## config.mk

```make
export PLATFORM = sky130hd
export DESIGN_NAME = jt12_slot_sched
export DESIGN_NICKNAME = d
export VERILOG_FILES = /design/src/rtl/jt12_slot_pkg.sv /design/src/rtl/jt12_slot_cnt.sv /design/src/rtl/jt12_slot_sched.sv
export SDC_FILE = /design/constraint.sdc
export NUM_CORES = 1
export LEC_CHECK = 0
export CAP_MARGIN = 15
export CORE_AREA = 10 10 80 54
export DETAILED_ROUTE_END_ITERATION = 8
export DIE_AREA = 0 0 90 64
export PLACE_DENSITY = 0.92
export SLEW_MARGIN = 20
export SYNTH_ARGS = -nofsm -noshare
export SYNTH_HDL_FRONTEND = slang
export SYNTH_SLANG_ARGS = --single-unit
```

## constraint.sdc

```tcl
create_clock -name clk -period 3.3 [get_ports clk]
set_clock_uncertainty 0.2 [all_clocks]
set_input_delay 0.66 -clock clk [delete_from_list [all_inputs] [get_ports clk]]
set_output_delay 0.66 -clock clk [all_outputs]
set_load 0.05 [all_outputs]
```

## src/rtl/jt12_slot_pkg.sv

```systemverilog
// Shared widths, channel legality and scheduler state encoding for the FM slot sequencer.
package jt12_slot_pkg;

    localparam int OP_W = 2;
    localparam int CH_W = 3;

    typedef enum logic {
        IDLE = 1'b0,
        WAIT = 1'b1
    } sched_state_e;

    // 6-channel mode leaves codes 3 and 7 unused; 3-channel mode uses 0..2 only.
    function automatic logic ch_legal(input int num_ch, input logic [CH_W-1:0] ch);
        if (num_ch == 3) begin
            return ch < 3'd3;
        end
        return (ch != 3'd3) && (ch != 3'd7);
    endfunction

    function automatic int frame_len(input int num_ch);
        return 4 * num_ch;
    endfunction

endpackage

```

## src/rtl/jt12_slot_cnt.sv

```systemverilog
// Slot counter: walks {op, ch} over the legal channel codes, with frame sync and zero flag.
module jt12_slot_cnt
    import jt12_slot_pkg::*;
#(
    parameter int NUM_CH = 6
) (
    input  logic            clk,
    input  logic            rst_n,
    input  logic            clk_en,
    input  logic            sync,
    output logic [OP_W-1:0] cur_op,
    output logic [CH_W-1:0] cur_ch,
    output logic            zero
);

    localparam logic [CH_W-1:0] LAST_CH = (NUM_CH == 3) ? 3'd2 : 3'd6;

    logic [OP_W-1:0] op_q, op_d;
    logic [CH_W-1:0] ch_q, ch_d;

    always_comb begin
        op_d = op_q;
        ch_d = ch_q;
        if (sync) begin
            op_d = '0;
            ch_d = '0;
        end else if (ch_q == LAST_CH) begin
            ch_d = '0;
            op_d = op_q + 1'b1;
        end else if (ch_q == 3'd2) begin
            // only reachable in 6-channel mode: hop over the unused code 3
            ch_d = 3'd4;
        end else begin
            ch_d = ch_q + 1'b1;
        end
    end

    always_ff @(posedge clk or negedge rst_n) begin
        if (!rst_n) begin
            op_q <= '0;
            ch_q <= '0;
        end else if (clk_en) begin
            op_q <= op_d;
            ch_q <= ch_d;
        end
    end

    assign cur_op = op_q;
    assign cur_ch = ch_q;
    assign zero   = (op_q == '0) && (ch_q == '0);

endmodule

```

## src/rtl/jt12_slot_sched.sv

```systemverilog
// Slot sequencer plus single-entry register-update scheduler; releases a held write as a
// one-slot strobe when its target slot passes.
module jt12_slot_sched
    import jt12_slot_pkg::*;
#(
    parameter int NUM_CH = 6
) (
    input  logic            clk,
    input  logic            rst_n,
    input  logic            clk_en,
    input  logic            sync,
    output logic [OP_W-1:0] cur_op,
    output logic [CH_W-1:0] cur_ch,
    output logic            zero,
    input  logic            wr_valid,
    output logic            wr_ready,
    input  logic [OP_W-1:0] wr_op,
    input  logic [CH_W-1:0] wr_ch,
    input  logic            wr_all,
    input  logic [3:0]      wr_reg,
    input  logic [7:0]      wr_data,
    output logic            up_en,
    output logic [3:0]      up_reg,
    output logic [7:0]      up_data,
    output logic            wr_err
);

    sched_state_e    state_q;
    logic [3:0]      mask_q;
    logic [CH_W-1:0] ch_q;
    logic [3:0]      reg_q;
    logic [7:0]      data_q;
    logic            err_q;

    logic [3:0] op_bit;
    logic [3:0] mask_left;
    logic       accept;
    logic       legal;
    logic       hit;

    jt12_slot_cnt #(
        .NUM_CH (NUM_CH)
    ) u_cnt (
        .clk    (clk),
        .rst_n  (rst_n),
        .clk_en (clk_en),
        .sync   (sync),
        .cur_op (cur_op),
        .cur_ch (cur_ch),
        .zero   (zero)
    );

    assign op_bit    = 4'b0001 << cur_op;
    assign mask_left = mask_q & ~op_bit;
    assign accept    = wr_valid && (state_q == IDLE);
    assign legal     = ch_legal(NUM_CH, wr_ch);
    // Matching only begins the cycle after accept because the FSM is still IDLE in the accept cycle.
    assign hit       = (state_q == WAIT) && clk_en && (cur_ch == ch_q) && ((mask_q & op_bit) != 4'd0);

    always_ff @(posedge clk or negedge rst_n) begin
        if (!rst_n) begin
            state_q <= IDLE;
            mask_q  <= '0;
            ch_q    <= '0;
            reg_q   <= '0;
            data_q  <= '0;
            err_q   <= 1'b0;
        end else begin
            err_q <= accept && !legal;
            case (state_q)
                IDLE: begin
                    if (accept && legal) begin
                        ch_q    <= wr_ch;
                        reg_q   <= wr_reg;
                        data_q  <= wr_data;
                        mask_q  <= wr_all ? 4'b1111 : (4'b0001 << wr_op);
                        state_q <= WAIT;
                    end
                end
                WAIT: begin
                    if (hit) begin
                        mask_q <= mask_left;
                        if (mask_left == 4'd0) begin
                            state_q <= IDLE;
                        end
                    end
                end
                default: state_q <= IDLE;
            endcase
        end
    end

    assign wr_ready = (state_q == IDLE);
    assign up_en    = hit;
    assign up_reg   = reg_q;
    assign up_data  = data_q;
    assign wr_err   = err_q;

endmodule

```

==> summary.txt <==
Outcome
  – Status: finished clean

Layout
  – FILL cells: approximately 210
  – Highest-count cells in the layout ignoring fill and taps: clkdlybuf4s50_1 (42), dfrtp_1 (26), nor2_1 (9), mux2_2 (9), a21oi_1 (9)
  – Layout area overhead: 42.25%
  – Most common cell after layout, fill and taps aside: clkdlybuf4s50_1
  – # nets final: a little under 200
  – Layout cells sized above 1: 15.76%
  – N_diodes: 0
  – Max FFs per register: 8

Detailed routing
  – WL per Instance: approximately 18 um
  – Vias: 1,117
  – Initial DRC Count: 67
  – DR pass1 iterations: 4
  – ANT nets after route: 0
  – Post-route DRC: 0
  – Vias per cell: around 5.4
  – Drt total wl: 3641 um

Clocking
  – Hold_buf cts: 0
  – H-tree lvl count: 1
  – Post-CTS setup buffers: 0
  – Cts bufs inserted: 3
  – Clock Path Buffers: 2
  – Clock sinks: 26
  – Reg clk slew, reported paths: roughly 0.090 ns
  – CTS resizes: 0
  – Clock Latency Late Sink: ~0.28 ns
  – TritonCTS clock tree: done
  – Root buf cell: clkbuf_8

Min path
  – Hold path depth: 1
  – Worst min-delay path class: reg -> reg

Logic synthesis
  – Area contributors post-synth: dfrtp_1 (49%), mux2_2 (7.6%), mux2_4 (5.6%)
  – Mapped Cells: about 120
  – Syn avg cell area: 11.20 um2
  – XOR/XNOR share of the synthesized area: 1.972%
  – Yosys top cell area share: around half
  – Largest family of logic cells by synthesized area: simple AND/OR/NAND/NOR gates
  – Syn_nets: 146
  – Synth Warn #: 0
  – Simple-gate share of the synthesized area: between 10% and 20%
  – Synth area leader: dfrtp_1
  – Number of distinct library cells after synthesis: 31
  – Synth Area in Compound Gates: about an eighth
  – Seq/Total Area, Yosys: around 49%
  – Mapped cell area: around 0.0013 mm2
  – Post-Synth Adder-Cell Area: ~3.8%
  – Synth Register Bits: 26
  – Mux cell area share after synthesis: 13.99%

Timing
  – Actual slew at the worst max-slew pin: approximately 0.52 ns
  – Max-slew violation count: 0
  – Fin crit share: approximately nine tenths
  – Final hold violations: 0
  – Relative slew slack: 65.20%
  – Fmax: around 340 MHz
  – Final setup viols: 0
  – WHS: a little over 0.3 ns
  – RSZ-0062 raised after global routing: no
  – Final worst path period need: 2.969 ns
  – Setup TNS: 0 ns

Global route
  – Initial antenna violation count: 0
  – GRT Util Overall: approximately 13%
  – First-pass GRT wire length: ~6300 um
  – Largest net degree at the start of global routing: 27
  – Grt ovf: 0
  – Vias in the first global route: ~1,200

Pwr
  – Cell Pwr Density: 490.8 mW/mm2
  – Clock power frac: 28.7%
  – Peak VDD IR: 0.2957 mV
  – Comb pwr share: a little under a third
  – Sw Ratio: 32.73%
  – Sw Pwr: about 300 uW
  – Internal Pwr Total: 625.8 uW
  – Leakage: just under 0.0009 uW
  – Sequential Power Share: about two fifths

Placed design
  – PortBufs: 43
  – Post-DP HPWL: 2787 um
  – Routability congestion estimate: ~0.82

Floorplan
  – Die height: approximately 64 um
  – Num rows: 15
  – Top Ports: 44
  – Starting density of the core: 47.02%
  – Die width: roughly 90 um
  – Core Region: between 0.002 and 0.003 mm2
  – Die area: between 0.005 and 0.006 mm2

Job
  – Max Cap Viol: 0

Setup path
  – Worst EP arrival: between 2 and 2.5 ns
  – Kind of end point of the critical path: output pin
  – Worst Path Required: between 2 and 2.5 ns
  – Critical path class: reg -> out
  – Startpoint types: flip-flop
  – Crit Path Max Fanout: 6
  – Reg2Reg Depth: 6
==> final timing paths <==
path / slack [ns] / startpoint / to
max: 0.33 / u_cnt.cur_op[0] / zero
min: 0.31 / up_data[4] / up_data[4]
max reg2reg: 1.45 / u_cnt.cur_op[0] / mask_q[2]
min reg2reg: 0.31 / up_data[4] / up_data[4]
max in group asynchronous: 2.08 / rst_n / ch_q[2]
min in group asynchronous: 0.56 / rst_n / mask_q[0]
==> worst max-delay path, stage by stage (launching register included) <==
cell	delay (ns)
dfrtp_1	0.45
inv_1	0.14
ha_1	0.21
nor4b_2	0.20
clkdlybuf4s50_1	0.84
==> synth_stat cells, drive strengths merged <==
cell and n:
a22oi 2, inv 8, nand2 8, nand4 1, mux2i 1, a32o 1
nand3b 4, nor2 10, o22ai 2, a211o 1, nor3 5, a311o 4
or2b 1, ha 4, mux2 14, dfrtp 26, buf 1, xor2 2
nor4b 1, and2b 1, o211ai 4, xnor2 1, o21ai 3, a21oi 9
clkbuf 1, nand2b 4
==> routing by layer <==
layer / routed length (um) / part of all wire, % / GRT usage [%]
met2: 1788 / 49 / 22.38
met3: 205 / 5.6 / 4.662
met4: 14 / 0.38 / 1.383
met5: 0 / 0 / 0
met1: 1632 / 45 / 15.81
==> area by class of cell <==
type                            count  area [um2]  area share [%]
Sequential cell                    26       650.6           34.32
Multi-Input combinational cell     83       643.1           33.93
Timing Repair Buffer               44       447.9           23.63
Tap cell                           42       52.55           2.772
Clock buffer                        3       41.29           2.178
Clock inverter                      1       30.03           1.584
Inverter                            8       30.03           1.584
==> power groups by stage <==
stage / Combinational (uW) / Clock [uW] / Sequential [uW]
after global routing: 308 / 287 / 383
after detailed placement: 284 / 0 / 384
after global placement: 274 / 0 / 380
after floorplan: 115 / 0 / 434
final: 285 / 267 / 379
after CTS: 288 / 271 / 378
==> through the flow <==
stage                     util, %  power (uW)  area [um2]  instances  setup slack (ns)
after floorplan                 -       548.7        1339        119           0.03749
after global placement      64.37       653.4        1824        203            0.5693
after detailed placement    64.37       668.2        1824        203            0.5361
after CTS                   66.89       936.9        1896        207            0.2998
after global routing        66.89       978.9        1896        207            0.1881
final                       66.89       930.3        1896        207            0.3308
==> logic make-up after synthesis <==
kind of cell	count (synthesis)
simple gates	35
mux	15
fa+ha+maj	4
flops	26
xor+xnor	3
buf+inv	10
compound gates	26
Note: power is estimated with default switching activity, not from simulation.
